File: config.mk
export PLATFORM = sky130hd
export DESIGN_NAME = mult_share_arb
export DESIGN_NICKNAME = d
export VERILOG_FILES = /design/src/rtl/mult_share_arb.sv
export SDC_FILE = /design/constraint.sdc
export NUM_CORES = 1
export LEC_CHECK = 0
export BUFFER_PORTS_ARGS = -buffer_cell sky130_fd_sc_hd__buf_4
export CORE_MARGIN = 2
export CORE_UTILIZATION = 57
export DETAILED_ROUTE_END_ITERATION = 16
export HOLD_SLACK_MARGIN = 0.05
export PLACE_DENSITY = 0.83
export SYNTH_ARGS = -nofsm -noshare
export SYNTH_HDL_FRONTEND = slang
export SYNTH_SLANG_ARGS = --single-unit
File: constraint.sdc
create_clock -name clk -period 10.1 [get_ports clk]
set_input_delay 2.02 -clock clk [delete_from_list [all_inputs] [get_ports clk]]
set_output_delay 2.02 -clock clk [all_outputs]
set_load 0.1 [all_outputs]
File: src/rtl/mult_share_arb.sv
// Purpose : round-robin arbiter sharing one 6x6 Wallace-tree multiplier among N_REQ requesters.
// Latency : ack in cycle N -> rsp_valid with the product from cycle N+2 (no stall in N+1).
// Backpr. : rsp_valid & ~rsp_ready freezes both stages and forces ack to zero.
//
// Ports:
//   clk, rst          rising-edge clock, asynchronous active-high reset
//   req/x_in/y_in     per-requester request with 6-bit operand slices [6i+5:6i]
//   ack               one-hot capture pulse, sample at the rising edge
//   rsp_valid/rsp_ready/rsp_id/rsp_prdct   registered product response
//   busy              either pipeline stage occupied

// 6x6 unsigned multiplier: six partial-product rows reduced by carry-save
// rows (6 -> 4 -> 3 -> 2) and one final carry-propagate add.
module multplr (
    input  logic [5:0]  x,
    input  logic [5:0]  y,
    output logic [11:0] p
);
    logic [11:0] pp [6];
    logic [11:0] s1, c1, s2, c2, s3, c3, s4, c4;

    genvar i;
    generate
        for (i = 0; i < 6; i++) begin : g_pp
            assign pp[i] = {6'b0, x & {6{y[i]}}} << i;
        end
    endgenerate

    // The product fits in 12 bits, so carries past bit 11 are always zero
    // in the final sum and can be dropped at every level.
    assign s1 = pp[0] ^ pp[1] ^ pp[2];
    assign c1 = ((pp[0] & pp[1]) | (pp[0] & pp[2]) | (pp[1] & pp[2])) << 1;
    assign s2 = pp[3] ^ pp[4] ^ pp[5];
    assign c2 = ((pp[3] & pp[4]) | (pp[3] & pp[5]) | (pp[4] & pp[5])) << 1;

    assign s3 = s1 ^ c1 ^ s2;
    assign c3 = ((s1 & c1) | (s1 & s2) | (c1 & s2)) << 1;

    assign s4 = s3 ^ c3 ^ c2;
    assign c4 = ((s3 & c3) | (s3 & c2) | (c3 & c2)) << 1;

    assign p = s4 + c4;
endmodule

module mult_share_arb #(
    parameter int N_REQ = 4,
    parameter int IDW   = 2
) (
    input  logic               clk,
    input  logic               rst,
    input  logic [N_REQ-1:0]   req,
    input  logic [6*N_REQ-1:0] x_in,
    input  logic [6*N_REQ-1:0] y_in,
    output logic [N_REQ-1:0]   ack,
    output logic               rsp_valid,
    output logic [IDW-1:0]     rsp_id,
    output logic [11:0]        rsp_prdct,
    input  logic               rsp_ready,
    output logic               busy
);
    logic           s1_v;
    logic [IDW-1:0] s1_id;
    logic [5:0]     s1_x, s1_y;
    logic [IDW-1:0] last;

    logic [5:0]     xs [N_REQ];
    logic [5:0]     ys [N_REQ];
    logic [11:0]    prod;
    logic           stall;
    logic           found;
    logic           grant;
    logic [IDW-1:0] win;
    logic [IDW-1:0] cand;
    int             idx;

    genvar g;
    generate
        for (g = 0; g < N_REQ; g++) begin : g_slice
            assign xs[g] = x_in[6*g +: 6];
            assign ys[g] = y_in[6*g +: 6];
        end
    endgenerate

    assign stall = rsp_valid & ~rsp_ready;
    assign busy  = s1_v | rsp_valid;

    // Search starts just after the last winner and wraps, so the most
    // recently served requester has the lowest priority.
    always_comb begin
        found = 1'b0;
        win   = '0;
        idx   = 0;
        cand  = '0;
        for (int k = 1; k <= N_REQ; k++) begin
            idx  = (int'(last) + k) % N_REQ;
            cand = IDW'(idx);
            if (!found && req[cand]) begin
                found = 1'b1;
                win   = cand;
            end
        end
    end

    // Reset gating keeps ack quiet while rst is held, even though the
    // pipeline itself is empty and would otherwise accept.
    assign grant = found & ~stall & ~rst;

    always_comb begin
        ack = '0;
        if (grant) ack[win] = 1'b1;
    end

    multplr u_mult (
        .x (s1_x),
        .y (s1_y),
        .p (prod)
    );

    always_ff @(posedge clk or posedge rst) begin
        if (rst) begin
            s1_v      <= 1'b0;
            s1_id     <= '0;
            s1_x      <= '0;
            s1_y      <= '0;
            rsp_valid <= 1'b0;
            rsp_id    <= '0;
            rsp_prdct <= '0;
            last      <= IDW'(N_REQ - 1);
        end else if (!stall) begin
            rsp_valid <= s1_v;
            rsp_id    <= s1_id;
            rsp_prdct <= prod;
            if (grant) begin
                s1_v  <= 1'b1;
                s1_id <= win;
                s1_x  <= xs[win];
                s1_y  <= ys[win];
                last  <= win;
            end else begin
                s1_v  <= 1'b0;
            end
        end
    end
endmodule

* Word-level counts from Yosys, hierarchy flattened *
Index checks and enable logic that the tools add are counted.

storage, ports and cells
  register bits after elaboration = 32
  latch bits = 0
  bits in writable memories = 0
  memory bits (read-only) = 0
  memories kept = 0

cells by class
  $add $sub $neg = 5
  multipliers = 0
  div/mod/pow operators = 0
  order comparisons = 7
  equal/unequal tests = 0
  shift-type cells = 0
  multiplexer cells = 26
  bitwise operators = 42
  reduce and logical (&&, ||, !) cells = 8

operator list
  operator                                                    number
  OR 11 bit                                                   7
  AND 11 bit                                                  6
  AND 6 bit                                                   6
  bitwise XOR 12 bit                                          3
  binary-select mux 6 bit (select 2 bit)                      2
  two-way mux 6 bit                                           4
  less-than comparator 2 x 3 -> 1 bit, second input constant  5
  adder 12 bit                                                1
  bitwise XOR 12 x 11 -> 12 bit                               1
  AND 10 x 11 -> 11 bit                                       1
  AND 9 x 11 -> 11 bit                                        1
  OR 11 x 8 -> 11 bit                                         1
  bitwise XOR 10 x 11 -> 11 bit                               1
  AND 9 x 10 -> 10 bit                                        1
  two-way mux 1 bit                                           10
  bitwise XOR 9 x 10 -> 10 bit                                1
  AND 6 x 8 -> 8 bit                                          1
  AND 7 x 8 -> 8 bit                                          1
  binary-select mux 1 bit (select 2 bit)                      4
  two-way mux 2 bit                                           4
  bitwise XOR 7 x 8 -> 8 bit                                  1
  AND 6 x 7 -> 7 bit                                          1
  bitwise XOR 6 x 7 -> 7 bit                                  1
  adder 2 x 1 -> 2 bit, second input constant                 2
  other kinds (12)                                            22

* Logic depth before layout (Yosys ltp) *
Gate-level depths: netlist of the first run.

  depth in word-level cells = 18
  gate-level depth with buffers = 13
  mapped depth without buffers = 13

* By module *
A second synthesis of the first run with hierarchy kept.

unflattened totals
  cells, all modules = 261
  area, all modules = 2776.4 µm²

by module, submodules not included
  module          instances  cells each  area each (µm²)  seq. area each (µm²)
  mult_share_arb  1          154         1815.5           803.3
  multplr         1          107         960.9            0.0

* Worst setup path before layout of the first run *
No wires, ideal clock.

  kind = input to output
  from = input port rsp_ready
  to = output port ack[2]
  arrival time = 4166 ps
  required time = 8080 ps
  setup slack = 3914 ps
  stages = 6
  buffers on the path = 2
  cells stage by stage = nor2b_1 > buf_2 > nor3_2 > nand3_2 > buf_2 > nor2_1

between the ends
  cells in the longest elaborated chain, start to end = 6

ends and longest elaborated chain
  item                    RTL line  RTL
  start, declared         58        input logic rsp_ready,
  NOT 1 bit               84        assign stall = rsp_valid & ~rsp_ready;
  AND 1 bit               84
  NOT 1 bit (no line)     --
  AND 1 bit (2 in a row)  106       assign grant = found & ~stall & ~rst;
  two-way mux 4 bit       110       if (grant) ack[win] = 1'b1;
  end, declared           54        output logic [N_REQ-1:0] ack,

Every way passes these cells.

* Final worst setup path of the first run *
  from = input port req[2]
  to = output port ack[1]

between the ends
  cells in the longest elaborated chain, start to end = 17
  elaborated cells between the ends (all ways) = 30
  classes of those cells = order compare (2); mux (19); bitwise (2); reduce/logical (7)

ends and longest elaborated chain
  item                                                                                                                     RTL line  RTL
  start, declared                                                                                                          51        input logic [N_REQ-1:0] req,
  binary-select mux 1 bit (select 2 bit)                                                                                   97        if (!found && req[cand]) begin
  two-way mux 1 bit (not written as such)                                                                                  97
  two-way mux 1 bit                                                                                                        97
  logical NOT 1 bit                                                                                                        97
  logical AND 1 bit                                                                                                        97
  two-way mux 1 bit                                                                                                        97
  logical NOT 1 bit                                                                                                        97
  logical AND 1 bit                                                                                                        97
  two-way mux 1 bit                                                                                                        97
  logical NOT 1 bit                                                                                                        97
  logical AND 1 bit                                                                                                        97
  two-way mux 2 bit                                                                                                        97
  less-than comparator 2 x 3 -> 1 bit (not written as such) or greater-or-equal comparator 2 x 1 -> 1 bit (tied branches)  110
  logical AND 1 bit (not written as such)                                                                                  110
  two-way mux 1 bit (not written as such)                                                                                  110
  demux 1 bit (select 2 bit)                                                                                               110
  two-way mux 4 bit (*)                                                                                                    110

Every way passes the cells marked *; elsewhere a longest branch is shown, timed or not. The select of a mux whose other input is x is not followed.

==> results of run 1 <==
[worst max-delay path by stage]
stage / from / end / slack (ps) / cells after the start
2_1_floorplan: rsp_ready / ack[2] / 3910 / 6
3_3_place_gp: rsp_ready / ack[3] / 3570 / 7
3_5_place_dp: rsp_ready / ack[3] / 3560 / 7
4_1_cts: rsp_ready / ack[3] / 3540 / 7
5_1_grt: req[2] / ack[1] / 3990 / 6
6_report: req[2] / ack[1] / 4110 / 6
[synthesized netlist by cell type (all sizes together) (3+ instances only)]
| library cell | n | area (µm²) |
|---|---|---|
| a211oi | 24 | 270 |
| a21oi | 9 | 52.6 |
| and2 | 18 | 113 |
| buf | 6 | 57.6 |
| clkbuf | 7 | 26.3 |
| dfrtp | 30 | 751 |
| fa | 18 | 360 |
| ha | 16 | 200 |
| inv | 22 | 82.6 |
| mux2 | 6 | 67.6 |
| mux2i | 13 | 130 |
| nand2 | 29 | 109 |
| nand2b | 4 | 25.0 |
| nor2 | 19 | 71.3 |
| nor3 | 5 | 35.0 |
| nor3b | 3 | 22.5 |
| nor4b | 12 | 105 |
| o211ai | 3 | 22.5 |
| o21ai | 9 | 45.0 |
| xor2 | 3 | 26.3 |
[state kept, by name, summed over array words and instances, names as in the netlist]
name	cells
last	2
rsp_id	2
rsp_prdct	12
rsp_valid	1
s1_id	2
s1_v	1
s1_x	6
s1_y	6
[per-stage QoR]
step	util [%]	cell area, µm²	hold slack, ps
global route	72.9	3420	523
detailed placement	70.6	3310	476
CTS	72.7	3410	490
global placement	70.6	3310	470
finish	72.9	3420	484
floorplan	-	2750	449
[logic make-up (layout without fill, tap and decap cells)]
| group | Yosys count | in the layout | share of synthesized area, % |
|---|---|---|---|
| AND/OR/NAND/NOR | 100 | 100 | 20.0 |
| AO/OA/AOI/OAI | 50 | 50 | 15.6 |
| buffers and inverters | 35 | 107 | 6.05 |
| adder cells (fa/ha/maj) | 34 | 34 | 20.4 |
| flip-flops | 32 | 32 | 29.2 |
| multiplexers | 19 | 19 | 7.19 |
| XOR/XNOR | 5 | 5 | 1.59 |
[worst max-delay path, delay by kind of cell]
kind / cells / cell delay, ps
AND/OR/NAND/NOR: 3 / 1140
buffers and inverters: 3 / 790
[area by class of cell]
class,count,share of cell area (%)
Clock buffer,7,2.82
Inverter,22,2.41
Multi-Input combinational cell,208,52.1
Sequential cell,32,23.5
Tap cell,54,1.98
Timing Repair Buffer,78,17.2
[layer usage]
layer	up-vias	part of all wire [%]	routed length (µm)
li1	1092	-	-
met1	1089	44	2600
met2	50	52	3080
met3	11	3.3	194
met4	0	1.2	69
met5	-	0	0
==> summary.md, run 1 <==
| Metric | Value |
|---|---|
| Die ar. | around 0.0054 mm² |
| Die Height | 73.4 µm |
| Area Growth Syn to Fin | 24.4% |
| Worst Setup Start Kind | input port |
| Min setup slack post-route | slightly above 4000 ps |
| Antenna Cells | 0 |
| Tightest slew margin relative to the limit | 47.8% |
| Cells after Synth | 275 |
| Crit-path max cell delay | 650 ps |
| FF-to-FF path depth | 11 |
| Worst-Margin Slew | 779 ps |
| Tcrit/Tclk final | between 50% and 60% |
| Hold path startpoint | rsp_prdct[0]$_DFFE_PP0N_ |
| Final non-filler cell total | 401 |
| Number of vias per cell | 5.59 |
| Drt wl/cell | approximately 15 µm |
| Clock transition at path regs | 60 ps |
| Distinct cells, synth | ~40 |
| # fillers | 357 |
| Worst Path Max Fanout | 24 |
| FF+latch count, synth | 32 |
| Port bufs | 74 |
| Num CTS Buffers | 5 |
| # setup viols final | 0 |
| Most frequent cells in the layout | buf_4 (77), dfrtp_1 (30), nand2_1 (29) |
| F_max | roughly 170 MHz |
| Largest net degree at the start of global routing | 33 |
| Top-Level Pins | between 70 and 80 |
| CP Class | input port to output port |
| Hold-fix buffers at CTS | 0 |
| Status | completed |
| Critical Path Sink Type | output port |
| Layout cells sized above 1 | 32.3% |
| Initial core utilization | just under 60% |
| Cts repair resizes | 0 |
| Fin Clk Skew | 3.51 ps |
| Most frequent CP cell | buf_4 |
| Final WL | 5.94 mm |
| Final GP Congestion | 0.825 |
| Max_cap viols | 0 |
| Hold Path Cell Cnt | 2 |
| Fin. Hold Viols | 0 |
| GRT met2 Usage | 39.5% |
| Core Area | 0.00469 mm² |
| Post-route setup TNS | 0 ps |
| Yosys warns | 0 |
| Antenna viol nets, final | 0 |
| Crit Reg-Reg Endpoint | rsp_prdct[10]$_DFFE_PP0N_ |
| Met3 usage | 4.12% |
| CTS tree | yes |
| Drt pass-1 iters | 4 |
| GR peak layer | met2 |
| DR vias | 2242 |
| Area of the multi-input gates | 0.00178 mm² |
| Gr usage total | ~23% |
| Placed wire-length estimate | 4.54 mm |
| Synthesized net count | 364 |
| Fin. max-slew vios | 0 |
| Post-synth EDFFs | 0 |
| CP max-delay cell | nor3_2 |
| GR Util met1 | 30.3% |
| Total gr overflow | 0 |
| Crit-path cells | buf_4, nor3_2, or3_1, buf_4, and3_1, buf_4 |
| FF-to-FF setup slack | between 6000 and 7000 ps |
| FF/Latch Area | 803 µm² |
| Initial antenna violation count | 0 |
| Most common flop cell mapped by yosys | dfrtp_1 |
| Clock Tree Root | clkbuf_8 |
| Nets | 436 |
| RR Startpoint | s1_y[1]$_DFFE_PP0P_ |
| Row cnt | 25 |
| Most common cell after layout, fill and taps aside | buf_4 |
| Die width | 73.4 µm |
| Hold WC Path Type | flip-flop to flip-flop |
| Insertion delay to the later sink of the worst-skew pair | 280 ps |
| Worst Path Required | 8080 ps |
| Final Critical Period | 5990 ps |
| Post-synthesis async set-or-reset flop share | 100% |
| CTS max path bufs | 2 |
| Cell Area, Synth | 0.00275 mm² |
| First-pass GRT wire length | between 9 and 10 mm |
| H-tree Lvls | 2 |
| Unrepaired setup endpoints after global routing | no |
| Sequential-to-total area share from yosys stat | between 20% and 30% |
| DP Cell Count | 393 |
| Avg Inst Size Synth | 10.0 µm² |
| Setup Fix Bufs, Post-CTS | 0 |
| Residual DRC count | 0 |
| Sink Count | 32 |
| Iteration-0 DRC Markers | 82 |
| Crit path arrival time | 3970 ps |
| Pre-CTS setup slack | about 3600 ps |
| Vias in the first global route | 2219 |
| Min-Delay Endpoint | rsp_prdct[0]$_DFFE_PP0N_ |
Power of run 1 is not shown: default switching activity piles up to over one toggle a cycle in this logic, so the estimate is an artifact.
==> inputs of run 2 (changes only) <==
--- a/config.mk
+++ b/config.mk
@@ -7,10 +7,10 @@
 export LEC_CHECK = 0
 export BUFFER_PORTS_ARGS = -buffer_cell sky130_fd_sc_hd__buf_4
 export CORE_MARGIN = 2
-export CORE_UTILIZATION = 57
+export CORE_UTILIZATION = 48
 export DETAILED_ROUTE_END_ITERATION = 16
 export HOLD_SLACK_MARGIN = 0.05
-export PLACE_DENSITY = 0.83
+export PLACE_DENSITY = 0.74
 export SYNTH_ARGS = -nofsm -noshare
 export SYNTH_HDL_FRONTEND = slang
 export SYNTH_SLANG_ARGS = --single-unit
==> constraint.sdc (replaced) <==
create_clock -name clk -period 5.3 [get_ports clk]
set_input_delay 1.06 -clock clk [delete_from_list [all_inputs] [get_ports clk]]
set_output_delay 1.06 -clock clk [all_outputs]
set_load 0.1 [all_outputs]
==> run 2 against run 1 <==
Net effect:
- highest routed layer unchanged
- die area increased by 18%
- hold slack better by 4.6 ps
- first-iteration DRC count is 27% lower
- sequential share of layout area is 0.13 points lower
- non-clock buffer count did not move
- global-route usage fell by 3.8 points
- wire length shrank 0.52%
- clock-buffer cell count unchanged
- via count down 1.1%
- sequential cell count stayed put
- clock skew increased by 4.4 ps
==> summary.md, run 2 (synthesized netlist as in run 1, its figures left out) <==
| Metric | Value |
|---|---|
| Fin util | 62.5% |
| Hold-fix buffers at CTS | 0 |
| Insertion delay to the later sink of the worst-skew pair | 290 ps |
| Worst Path Max Fanout | 16 |
| Layout cells sized above 1 | 32.3% |
| Hold WC Path Type | flip-flop to flip-flop |
| Met3 usage | under 10% |
| Clock Tree Root | clkbuf_8 |
| Iteration-0 DRC Markers | 60 |
| GRT met2 Usage | a little under a third |
| Antenna Cells | 0 |
| Post-route setup TNS | 0 ps |
| First-pass GRT wire length | between 9 and 10 mm |
| Max_cap viols | 0 |
| Status | completed |
| Residual DRC count | 0 |
| Initial core utilization | 49.9% |
| Unrepaired setup endpoints after global routing | no |
| CP Class | input port to output port |
| Die Height | 79.7 µm |
| Clock transition at path regs | 60 ps |
| Most common cell after layout, fill and taps aside | buf_4 |
| FF-to-FF setup slack | 1760 ps |
| Drt pass-1 iters | 4 |
| Most frequent cells in the layout | buf_4 (78), dfrtp_1 (30), nand2_1 (29) |
| Fin area | 0.00344 mm² |
| Row cnt | 27 |
| Max reg flops | 12 |
| Fin. max-slew vios | 0 |
| Largest registers | rsp_prdct (12), s1_x (6), s1_y (6) |
| Total gr overflow | 0 |
| GR Util met1 | 26.1% |
| Tightest slew margin relative to the limit | 47.2% |
| DR vias | 2217 |
| Num CTS Buffers | 5 |
| Area Growth Syn to Fin | 25.1% |
| Fin. Hold Viols | 0 |
| Top reg by flops | rsp_prdct |
| Setup Fix Bufs, Post-CTS | 0 |
| Critical Path Sink Type | output port |
| Port bufs | 74 |
| # setup viols final | 0 |
| Worst Setup Start Kind | input port |
| Number of vias per cell | approximately 5.3 |
| Placed cell area | 0.00334 mm² |
| CTS max path bufs | 2 |
| Final non-filler cell total | 419 |
| Largest net degree at the start of global routing | 33 |
| Crit path arrival time | 3100 ps |
| Cts repair resizes | 0 |
| H-tree Lvls | 2 |
| Final Critical Period | 4160 ps |
| Gr usage total | around a fifth |
| Final WL | 5.91 mm |
| Core Area | 0.00551 mm² |
| Antenna viol nets, final | 0 |
| CTS tree | yes |
| Final GP Congestion | 0.827 |
| GR peak layer | met2 |
| Placed wire-length estimate | 4.72 mm |
| Die width | 79.7 µm |
| Worst Path Required | 4240 ps |
| Die ar. | roughly 0.0063 mm² |
| Tcrit/Tclk final | 78.5% |
| Fin Clk Skew | 7.87 ps |
| Top-Level Pins | 75 |
| DP Cell Count | 412 |
| Initial antenna violation count | 0 |
| Vias in the first global route | 2095 |
| Sink Count | 32 |
| F_max | about 240 MHz |
| Drt wl/cell | between 10 and 15 µm |
| Nets | 436 |
| Worst-Margin Slew | 792 ps |
[run 2: cell counts in the layout (fill, tap and decap cells not counted)]
Identical to the previous run, type by type.
[run 2: worst paths after layout]
path	depth (start not counted)	startpoint	endpoint
worst min register to register	2	rsp_prdct[9]$_DFFE_PP0N_	rsp_prdct[9]$_DFFE_PP0N_
worst max register to register	11	s1_y[0]$_DFFE_PP0P_	rsp_prdct[10]$_DFFE_PP0N_
worst min-delay path	2	rsp_prdct[9]$_DFFE_PP0N_	rsp_prdct[9]$_DFFE_PP0N_
min in group asynchronous	3	rst	s1_x[2]$_DFFE_PP0P_
worst max-delay path	5	req[2]	ack[1]
max in group asynchronous	3	rst	last[1]$_DFFE_PP1P_
[run 2: through the flow]
step	setup WS, ps	hold slack, ps
floorplan	1030	449
global placement	1230	469
detailed placement	1170	477
CTS	1150	497
global route	978	519
finish	1140	488
[run 2: cell type report]
class / count / area (µm²)
Multi-Input combinational cell: 208 / 1780
Clock buffer: 7 / 96.3
Inverter: 22 / 82.6
Timing Repair Buffer: 78 / 586
Sequential cell: 32 / 803
Tap cell: 72 / 90.1
Fill cell: 468 / 2070
[run 2: layer usage]
layer  up-vias  part of all wire, %
li1       1095                    -
met1      1066                   45
met2        48                   50
met3         8                  4.5
met4         0                 0.96
met5         -                    0
[run 2: critical path: stages]
cell	delay, ps
buf_4	120
nor3_2	610
or3_1	740
and3_1	270
buf_4	290
Power of run 2 is left out for the same reason.
==> inputs of run 3 (changes only) <==
--- a/config.mk
+++ b/config.mk
@@ -5,12 +5,13 @@
 export SDC_FILE = /design/constraint.sdc
 export NUM_CORES = 1
 export LEC_CHECK = 0
+export ABC_AREA = 1
 export BUFFER_PORTS_ARGS = -buffer_cell sky130_fd_sc_hd__buf_4
 export CORE_MARGIN = 2
-export CORE_UTILIZATION = 48
+export CORE_UTILIZATION = 49
 export DETAILED_ROUTE_END_ITERATION = 16
 export HOLD_SLACK_MARGIN = 0.05
-export PLACE_DENSITY = 0.74
+export PLACE_DENSITY = 0.75
 export SYNTH_ARGS = -nofsm -noshare
 export SYNTH_HDL_FRONTEND = slang
 export SYNTH_SLANG_ARGS = --single-unit
==> constraint.sdc (replaced) <==
create_clock -name clk -period 3.5 [get_ports clk]
set_input_delay 0.7 -clock clk [delete_from_list [all_inputs] [get_ports clk]]
set_output_delay 0.7 -clock clk [all_outputs]
set_load 0.1 [all_outputs]
==> run 3 against run 2 <==
Net effect:
- area after synthesis rose by 7.4%
- register-to-register slack got worse by 1600 ps
- clock-buffer cell count fell by 1
- hold slack got worse by 13 ps
- via count rose by 28%
- clock skew fell by 4.0 ps
- sequential share of layout area fell by 2.3 points
- synthesized cell count rose by 58%
- cell count rose by 42%
- core utilization rose by 2.9 points
- non-clock buffer count rose by 13
==> summary.md, run 3 <==
| Metric | Value |
|---|---|
| FF/Latch Area | 811 µm² |
| GR Util met1 | 28.3% |
| Complex-gate fraction of the synthesized area | between 4 and 5% |
| Post-route setup TNS | 0 ps |
| Most common cell in the netlist | nand2_1 |
| Insertion delay to the later sink of the worst-skew pair | 280 ps |
| H-tree Lvls | 2 |
| Most frequent cells in the layout | nand2_1 (227), buf_4 (89), inv_1 (46) |
| Antenna Cells | 0 |
| Multiplexer area fraction after synthesis | 0% |
| Hold path startpoint | s1_id[1]$_DFFE_PP0P_ |
| Final GP Congestion | 0.873 |
| Most common cell after layout, fill and taps aside | nand2_1 |
| Clock Tree Root | clkbuf_8 |
| Min-Delay Endpoint | rsp_id[1]$_DFFE_PP0N_ |
| Final Critical Period | ~3300 ps |
| Number of vias per cell | around 4.8 |
| Row cnt | 28 |
| Antenna viol nets, final | 0 |
| Final WL | 6.84 mm |
| Num CTS Buffers | 5 |
| Sequential-to-total area share from yosys stat | ~27% |
| Max reg flops | 12 |
| Status | completed |
| Simple logic cell fraction of the synthesized area | 39.2% |
| Gr usage total | between 20% and 30% |
| GR peak layer | met2 |
| Die width | 81.6 µm |
| Distinct cells, synth | 31 |
| Met3 usage | 3.52% |
| Largest registers | rsp_prdct (12), s1_x (6), s1_y (6) |
| Nets | 609 |
| Worst Path Required | 3650 ps |
| # setup viols final | 0 |
| Area of the multi-input gates | slightly below 0.002 mm² |
| Placed cell area | approximately 0.0036 mm² |
| Post-synthesis async set-or-reset flop share | 100% |
| Adder-Cell Fraction of Synth Area | 19.0% |
| Crit-path cells | nand2_1, fa_1, fa_1, fa_1, inv_1, fa_2, nand2_1, nand2_1, a21oi_2, o21bai_1, a21oi_2, or2_2, a31oi_1 |
| Worst-Margin Slew | 642 ps |
| Top-Level Pins | 75 |
| CP Class | flip-flop to flip-flop |
| Crit path arrival time | 3500 ps |
| Fin. Hold Viols | 0 |
| Post-synth top area share | 29.0% |
| Largest family of logic cells by synthesized area | simple AND/OR/NAND/NOR gates |
| F_max | between 200 and 300 MHz |
| Area Growth Syn to Fin | 30.2% |
| Avg Inst Size Synth | 6.79 µm² |
| GRT met2 Usage | between 30% and 40% |
| Vias in the first global route | about 2700 |
| Top reg by flops | rsp_prdct |
| RR Startpoint | s1_x[2]$_DFFE_PP0P_ |
| Cell taking the most area after synthesis | nand2_1 |
| FF-to-FF path depth | 13 |
| Initial antenna violation count | 0 |
| Hold-fix buffers at CTS | 0 |
| FF-to-FF setup slack | 150 ps |
| Drt wl/cell | between 10 and 15 µm |
| Critical Path Sink Type | flip-flop |
| Drt pass-1 iters | 4 |
| Unrepaired setup endpoints after global routing | no |
| Post-synth EDFFs | 0 |
| Fin area | around 0.0038 mm² |
| Port bufs | between 70 and 80 |
| FF+latch count, synth | 32 |
| Yosys warns | 0 |
| Pre-CTS setup slack | 10.8 ps |
| Largest net degree at the start of global routing | 33 |
| Clock transition at path regs | 70 ps |
| Synth cell count leaders | nand2_1 (228), inv_1 (46), dfrtp_1 (30), nand3_1 (30), fa_1 (18) |
| Placed wire-length estimate | 5.48 mm |
| Fin. max-slew vios | 0 |
| Iteration-0 DRC Markers | 122 |
| CP max-delay cell | fa_1 |
| Residual DRC count | 0 |
| Total gr overflow | 0 |
| Tightest slew margin relative to the limit | roughly 57% |
| Sink Count | 32 |
| Initial core utilization | approximately 50% |
| DR vias | 2839 |
| Hold WC Path Type | flip-flop to flip-flop |
| CTS tree | yes |
| Layout cells sized above 1 | 25.9% |
| Fin Clk Skew | 3.82 ps |
| Tcrit/Tclk final | 95.6% |
| Core Area | 0.00589 mm² |
| Die ar. | 0.00666 mm² |
| Top cells by area, synth | nand2_1 (29%), dfrtp_1 (25%), fa_1 (12%) |
| Xor and xnor area share after synthesis | less than 1% |
| Worst Path Max Fanout | 7 |
| Synthesized net count | about 520 |
| Worst Setup Start Kind | flip-flop |
| Die Height | ~82 µm |
| Hold Path Cell Cnt | 2 |
| CTS max path bufs | 2 |
| # fillers | approximately 530 |
| Max_cap viols | 0 |
| Cell Area, Synth | 0.00295 mm² |
| Most common flop cell mapped by yosys | dfrtp_1 |
| Cells after Synth | roughly 440 |
| First-pass GRT wire length | 11.6 mm |
| Crit Reg-Reg Endpoint | rsp_prdct[10]$_DFFE_PP0N_ |
| Min setup slack post-route | 153 ps |
| Crit-path max cell delay | between 500 and 600 ps |
## run 3: kinds of logic (layout without fill, tap and decap cells)
family,Yosys count,after routing
xor gates and xnor gates,3,3
DFF,32,32
AOI/OAI and AO/OA,23,23
buffers and inverters,62,148
and+or+nand+nor,281,281
adders and majority gates,34,34
## run 3: layer usage
layer	routed length [µm]	vias up
li1	-	1497
met1	3120	1228
met2	3200	104
met3	416	10
met4	104	0
met5	0	-
## run 3: final cells by class
cell class	instances	share of cell area, %
Inverter	49	4.78
Clock inverter	2	0.911
Multi-Input combinational cell	341	50.9
Tap cell	75	2.44
Timing Repair Buffer	91	18.0
Sequential cell	32	21.1
Clock buffer	6	1.89
## run 3: what timing repair did
item,CTS,global route
endpoints found under the setup margin,2,8
pin swaps,0,2
gates cloned,0,0
setup buffers,0,5
gates resized for setup,5,13
## run 3: how the worst max path moves through the flow
stage / startpoint / endpoint / cells past startpoint
3_5_place_dp: s1_y[1]$_DFFE_PP0P_ / rsp_prdct[10]$_DFFE_PP0N_ / 13
3_3_place_gp: s1_y[1]$_DFFE_PP0P_ / rsp_prdct[10]$_DFFE_PP0N_ / 13
4_1_cts: s1_x[3]$_DFFE_PP0P_ / rsp_prdct[10]$_DFFE_PP0N_ / 13
5_1_grt: last[1]$_DFFE_PP1P_ / ack[3] / 13
2_1_floorplan: rst / ack[0] / 3
6_report: s1_x[2]$_DFFE_PP0P_ / rsp_prdct[10]$_DFFE_PP0N_ / 13
## run 3: through the flow
stage,cells,util (%),hold WS (ps)
2_1_floorplan,435,-,432
3_3_place_gp,583,61.7,449
3_5_place_dp,583,61.7,461
4_1_cts,591,63.7,477
5_1_grt,596,65.3,491
6_report,596,65.3,475
## run 3: worst max-delay path: cells and delay by family (launching register included)
family                   cells  cell delay (ps)
adder cells (fa/ha/maj)      4             1910
buffers and inverters        1               60
AND/OR/NAND/NOR              4              360
flip-flops                   1              430
AO/OA/AOI/OAI                4              460
Power of run 3 is left out for the same reason.
